`config.mk`:
```
export PLATFORM = sky130hd
export DESIGN_NAME = nms_ctrl
export DESIGN_NICKNAME = d
export VERILOG_FILES = /design/src/rtl/nms_pkg.sv /design/src/rtl/nms_addr_gen.sv /design/src/rtl/nms_ctrl.sv
export SDC_FILE = /design/constraint.sdc
export NUM_CORES = 1
export LEC_CHECK = 0
export ABC_AREA = 1
export CAP_MARGIN = 15
export CORE_MARGIN = 5
export CORE_UTILIZATION = 53
export DETAILED_ROUTE_END_ITERATION = 8
export PLACE_DENSITY = 0.89
export SYNTH_ARGS = -nofsm -noshare
export SYNTH_HDL_FRONTEND = slang
export SYNTH_SLANG_ARGS = --single-unit
```
`constraint.sdc`:
```
create_clock -name clock -period 7.9 [get_ports clock]
set_input_delay 1.58 -clock clock [delete_from_list [all_inputs] [get_ports clock]]
set_output_delay 1.58 -clock clock [all_outputs]
set_load 0.005 [all_outputs]
```
`src/rtl/nms_pkg.sv`:
```
// Shared types and constants for the NMS sequencer.
//   state_t    : sequencer states
//   REG_IDLE   : register file select meaning "no write this cycle"
//   NUM_REG    : entries in the score register file (ref + 8 neighbours)
//   nbrOffset  : (dx,dy) of register index 0..8 relative to the centre
package nms_pkg;

  typedef enum logic [2:0] {IDLE, FETCH, DRAIN, EVAL, DONE} state_t;

  localparam logic [3:0] REG_IDLE = 4'hF;
  localparam int         NUM_REG  = 9;

  typedef struct packed {
    logic signed [1:0] dx;
    logic signed [1:0] dy;
  } offset_t;

  // Index 0 is the reference pixel, then the 3x3 window in raster order
  // with the centre skipped.
  function automatic offset_t nbrOffset(input logic [3:0] idx);
    offset_t o;
    o.dx = 2'sd0;
    o.dy = 2'sd0;
    case (idx)
      4'd1: begin o.dx = -2'sd1; o.dy = -2'sd1; end
      4'd2: begin o.dx =  2'sd0; o.dy = -2'sd1; end
      4'd3: begin o.dx =  2'sd1; o.dy = -2'sd1; end
      4'd4: begin o.dx = -2'sd1; o.dy =  2'sd0; end
      4'd5: begin o.dx =  2'sd1; o.dy =  2'sd0; end
      4'd6: begin o.dx = -2'sd1; o.dy =  2'sd1; end
      4'd7: begin o.dx =  2'sd0; o.dy =  2'sd1; end
      4'd8: begin o.dx =  2'sd1; o.dy =  2'sd1; end
      default: ;
    endcase
    return o;
  endfunction

endpackage

```
`src/rtl/nms_addr_gen.sv`:
```
// Combinational neighbour address generator.
//   idx      : register index 0..8 selecting the (dx,dy) offset
//   centerX/Y: latched centre pixel
//   inBounds : neighbour lies inside the image
//   memAddr  : y*IMG_W + x of the neighbour, 0 when out of bounds
module nms_addr_gen import nms_pkg::*; #(
  parameter int IMG_W  = 640,
  parameter int IMG_H  = 480,
  parameter int X_W    = 10,
  parameter int Y_W    = 9,
  parameter int ADDR_W = 19
) (
  input  logic [3:0]        idx,
  input  logic [X_W-1:0]    centerX,
  input  logic [Y_W-1:0]    centerY,
  output logic              inBounds,
  output logic [ADDR_W-1:0] memAddr
);

  offset_t            off;
  logic signed [31:0] px, py;

  always_comb begin
    off = nbrOffset(idx);
    // Signed 32-bit so that -1 at the left/top edge is seen as negative.
    px  = $signed({{(32-X_W){1'b0}}, centerX}) + $signed({{30{off.dx[1]}}, off.dx});
    py  = $signed({{(32-Y_W){1'b0}}, centerY}) + $signed({{30{off.dy[1]}}, off.dy});
    inBounds = (px >= 0) && (px < IMG_W) && (py >= 0) && (py < IMG_H);
    memAddr  = '0;
    // Only formed once the pixel is known to be inside the image, so the
    // truncated operands are exact.
    if (inBounds)
      memAddr = ADDR_W'(py) * ADDR_W'(IMG_W) + ADDR_W'(px);
  end

endmodule

```
`src/rtl/nms_ctrl.sv`:
```
// NMS sequencer: fetches the 9 FAST scores around (centerX,centerY) into the
// NMS register file, then samples the comparator and reports a keypoint.
//   clock/nReset       : clock, synchronous active-low reset
//   start,centerX/Y    : request, accepted only when idle
//   busy               : sequence in progress
//   memReq/memAddr     : score memory read, data back on memData next cycle
//   regAddr/scoreData  : register file write (REG_IDLE = no write)
//   readen/isMax       : register file output enable / comparator verdict
//   done/keypoint/kpX/kpY : one-cycle result pulse, result held until next
module nms_ctrl import nms_pkg::*; #(
  parameter int IMG_W  = 640,
  parameter int IMG_H  = 480,
  parameter int X_W    = 10,
  parameter int Y_W    = 9,
  parameter int ADDR_W = 19
) (
  input  logic              clock,
  input  logic              nReset,
  input  logic              start,
  input  logic [X_W-1:0]    centerX,
  input  logic [Y_W-1:0]    centerY,
  output logic              busy,
  output logic              memReq,
  output logic [ADDR_W-1:0] memAddr,
  input  logic [7:0]        memData,
  output logic [3:0]        regAddr,
  output logic [7:0]        scoreData,
  output logic              readen,
  input  logic              isMax,
  output logic              done,
  output logic              keypoint,
  output logic [X_W-1:0]    kpX,
  output logic [Y_W-1:0]    kpY
);

  state_t            state, nextState;
  logic [3:0]        idx;
  logic [X_W-1:0]    cxLat;
  logic [Y_W-1:0]    cyLat;
  logic              inBounds;
  logic [ADDR_W-1:0] genAddr;

  // Write stage trails the fetch slot by one cycle to meet the memory latency.
  logic              wrVld, wrZero, refNonZero;
  logic [3:0]        wrIdx;

  nms_addr_gen #(
    .IMG_W(IMG_W), .IMG_H(IMG_H), .X_W(X_W), .Y_W(Y_W), .ADDR_W(ADDR_W)
  ) uAddrGen (
    .idx(idx), .centerX(cxLat), .centerY(cyLat),
    .inBounds(inBounds), .memAddr(genAddr)
  );

  always_ff @(posedge clock) begin
    if (!nReset) begin
      state      <= IDLE;
      idx        <= '0;
      cxLat      <= '0;
      cyLat      <= '0;
      wrVld      <= 1'b0;
      wrIdx      <= '0;
      wrZero     <= 1'b0;
      refNonZero <= 1'b0;
      keypoint   <= 1'b0;
      kpX        <= '0;
      kpY        <= '0;
    end else begin
      state  <= nextState;
      wrVld  <= (state == FETCH);
      wrIdx  <= idx;
      wrZero <= !inBounds;
      case (state)
        IDLE:  if (start) begin
                 cxLat <= centerX;
                 cyLat <= centerY;
                 idx   <= '0;
               end
        FETCH: idx <= idx + 4'd1;
        EVAL:  begin
                 keypoint <= isMax && refNonZero;
                 kpX      <= cxLat;
                 kpY      <= cyLat;
               end
        default: ;
      endcase
      // A zero reference score is never a keypoint, whatever the comparator says.
      if (wrVld && wrIdx == 4'd0)
        refNonZero <= (scoreData != 8'd0);
    end
  end

  always_comb begin
    nextState = state;
    busy      = (state != IDLE);
    memReq    = 1'b0;
    readen    = 1'b0;
    done      = 1'b0;
    case (state)
      IDLE:  if (start) nextState = FETCH;
      FETCH: begin
               memReq = inBounds;
               if (idx == 4'(NUM_REG - 1)) nextState = DRAIN;
             end
      DRAIN: nextState = EVAL;
      EVAL:  begin
               readen    = 1'b1;
               nextState = DONE;
             end
      DONE:  begin
               done      = 1'b1;
               nextState = IDLE;
             end
      default: nextState = IDLE;
    endcase
    memAddr   = memReq ? genAddr : '0;
    regAddr   = wrVld ? wrIdx : REG_IDLE;
    scoreData = (wrVld && !wrZero) ? memData : 8'd0;
  end

endmodule

```
==> results of run 1 <==
[worst min path at each step]
stage | cells past startpoint | slack [ps] | end | start
3_3_place_gp | 2 | 460 | keypoint$_SDFFE_PN0P_ | keypoint$_SDFFE_PN0P_
2_1_floorplan | 2 | 450 | cxLat[3]$_SDFFE_PN0P_ | cxLat[3]$_SDFFE_PN0P_
3_5_place_dp | 2 | 470 | keypoint$_SDFFE_PN0P_ | keypoint$_SDFFE_PN0P_
5_1_grt | 2 | 500 | wrIdx[0]$_SDFF_PN0_ | idx[0]$_SDFFE_PN0P_
6_report | 2 | 480 | wrIdx[0]$_SDFF_PN0_ | idx[0]$_SDFFE_PN0P_
4_1_cts | 2 | 490 | keypoint$_SDFFE_PN0P_ | keypoint$_SDFFE_PN0P_
[stage by stage]
stage | util, % | hold slack (ps)
3_3_place_gp | 65.2 | 463
6_report | 66.7 | 484
2_1_floorplan | - | 448
3_5_place_dp | 65.2 | 474
5_1_grt | 66.7 | 499
4_1_cts | 66.5 | 490
[layout make-up]
| class | instances | area (um2) | share of cell area (%) |
|---|---|---|---|
| well taps | 105 | 131 | 2.41 |
| repair buffers | 87 | 866 | 15.9 |
| clock inverters | 2 | 17.5 | 0.321 |
| inverters | 112 | 423 | 7.76 |
| flip-flops and latches | 53 | 1060 | 19.5 |
| clock buffers | 6 | 82.6 | 1.51 |
| multi-input cells | 485 | 2870 | 52.6 |
[synth_stat cells (2+ instances only)]
cell and n:
clkbuf_1 13, inv_2 4, dfxtp_1 53, o21ai_0 54
ha_1 54, nand4_1 8, nand2_1 131, nor3_1 4
xor2_1 13, nor2_4 3, buf_6 2, inv_1 108
nand3b_1 4, nand2_2 5, nor4_1 3, fa_1 4
xnor2_1 10, o21ai_2 2, nor2_2 18, o2111ai_1 2
nor2_1 78, nand3_1 33, a21oi_1 46
[critical path, stage by stage, from the launching register on]
cell and delay, ps:
dfxtp_1 410, inv_1 90, ha_1 200, or2_1 240, o21ai_4 190, o2111ai_1 150, ha_1 250, fa_1 430
nand3_1 90, nand3_1 110, xor2_1 180, ha_1 320, inv_1 60, fa_1 450, o21ai_1 270, nand2_1 80
nand2_1 60, a21oi_1 60, xnor2_1 130, ha_1 360, inv_1 100, nor3_1 260, nand3_1 100, nand4_1 110
nand3b_1 110, nand2_1 70, nor2_2 100, clkdlybuf4s50_1 530
[metal layers]
metal | global-route usage, % | part of all wire [%] | up-vias
met4 | 6.34 | 1.5 | 0
met5 | 0 | 0 | -
met3 | 3.86 | 5.1 | 17
met2 | 41.5 | 50 | 119
met1 | 26.3 | 43 | 2015
li1 | - | - | 2288
[power by group]
part | leakage, uW | switching, uW | internal, uW
registers | 0.000434 | 19.9 | 295
clock network | 0.0000518 | 92.9 | 72.9
logic | 0.00225 | 836 | 548
[cells by family (layout without fill, tap and decap cells)]
kind of cell / after synthesis / in the layout / synth area share (%)
XOR/XNOR: 23 / 23 / 4.57
buffers and inverters: 127 / 207 / 11.2
AO/OA/AOI/OAI: 112 / 112 / 13.5
flip-flops: 53 / 53 / 24.1
adder cells (fa/ha/maj): 58 / 58 / 17.1
AND/OR/NAND/NOR: 292 / 292 / 29.5
[state kept, by name, indices dropped and copies added, names as in the netlist]
| register | count |
|---|---|
| cyLat | 9 |
| idx | 4 |
| wrVld | 1 |
| keypoint | 1 |
| wrZero | 1 |
| kpX | 10 |
| cxLat | 10 |
| kpY | 9 |
| state | 3 |
| wrIdx | 4 |
| refNonZero | 1 |
==> key figures, run 1 <==
Outcome
  – Outcome: finished, final reports clean

Setup path
  – Endpoint class of the critical path: primary output
  – Critical R2R Launch: idx[1]$_SDFFE_PN0P_
  – Setup CP Type: reg2out
  – Worst r2r path cells: 22
  – CP required: 6320 ps
  – CP Launch Type: flip-flop
  – FF-to-FF End: wrZero$_SDFF_PN0_
  – Reg2Reg Setup Slack: 4520 ps
  – Critical Path End: memAddr[18]
  – Worst EP arrival: about 6000 ps
  – Crit-path max FO: 5
  – Critical path origin: idx[1]$_SDFFE_PN0P_

Clock tree
  – Resized cells post-CTS: 0
  – Cts hold-fix bufs: 0
  – Clock Path Buffers: 2
  – Clock Pin Slew Worst Setup and Hold Paths: 100 ps
  – Post-CTS Setup Inserts: 0
  – Clk_lat worst skew: approximately 310 ps
  – TritonCTS clock tree: done
  – CTS root buf: clkbuf_8
  – Clk sinks: 53
  – Num CTS Buffers: 5
  – H-tree depth: 2

Floorplan
  – Die height: 101 um
  – Initial Util: a little over half
  – Rows: 33
  – Total core area: around 0.008 mm2
  – Die X: 101 um
  – Die ar.: 0.0102 mm2
  – IO Pins: 86

Placement
  – Detailed Place HPWL: 9020 um
  – Pre-CTS setup slack: between 700 and 800 ps
  – Placed insts: 842
  – Port Buffers: 85
  – GPL Wtd Cong: about 0.91
  – Dpl cell area: 0.00533 mm2

STA
  – RSZ-0062 raised after global routing: false
  – Worst-Margin Slew: ~840 ps
  – Max-slew headroom: between 40% and 50%
  – Pins Over Slew Limit: 0
  – Fin crit share: between 90% and 100%
  – Final Skew: about 15 ps
  – Hold Vio Cnt, Final: 0
  – Setup_tns: 0 ps
  – Final setup fails: 0
  – Fin crit period: around 7400 ps
  – Fmax: roughly 0.13 GHz
  – PnR worst setup slack: 492 ps

Power and ir drop
  – PwrDens: approximately 340 mW/mm2
  – Total leakage power: approximately 0.0027 uW
  – PnR Total Power: around 1900 uW
  – Peak VDD IR: approximately 0.16 mV

Hold path
  – Worst hold path type: reg2reg

Synth
  – Flops & latches, synth: between 50 and 60
  – Post-synth EDFFs: 0
  – Synthesized Nets: approximately 750
  – Register area share after synthesis: ~24%
  – Synth async-reset ratio: 0%
  – Yosys Warn Count: 0
  – Main synth FF type: dfxtp_1
  – Area leader, netlist: dfxtp_1
  – Post-synth cell types: 36
  – Post-synthesis cell area: 0.00441 mm2
  – Syn Area/Cell: 6.63 um2
  – Share of Yosys cell area claimed by the top area cell type: roughly a quarter
  – Top cells by area, synth: dfxtp_1 24%, ha_1 15%, nand2_1 11%
  – Syn Inst Count: between 600 and 700

Global route
  – First-pass GRT wire length: about 19000 um
  – Largest net degree at the start of global routing: 46
  – Antenna violations before repair: 0
  – Gr usage total: 22.4%
  – Gr ovfl total: 0
  – Vias in the first global route: around 4600

Route
  – Routed Antenna Nets: 0
  – Wire length per cell: ~13 um
  – Vias: between 4000 and 5000
  – Initial DRC Count: 244
  – # DRC: 0
  – DR vias/cell: about 5.2
  – Drt pass-1 iters: 4
  – Total wire length: approximately 11000 um

Layout
  – Share of cells above drive strength 1: 6.71%
  – Layout area overhead: 23.7%
  – Most frequent cells in the layout: 131 x nand2_1, 108 x inv_1, 85 x clkdlybuf4s50_1
  – Ant. Diodes: 0
  – Fillers: 688
  – Most common cell after layout, fill and taps aside: nand2_1
  – Post-layout instance area: around 0.0055 mm2
  – Non-filler cells in the finished layout: between 800 and 900
  – Post-layout nets: around 830

Job
  – MaxCap Viol Count: 0
Power figures use the tool's default switching activity.
==> inputs of run 2 (changes only) <==
ABC_CLOCK_PERIOD_IN_PS = 7900   (was not set)
==> results of run 2 <==
No change in the layout: final DEF, timing and power equal those of run 1.
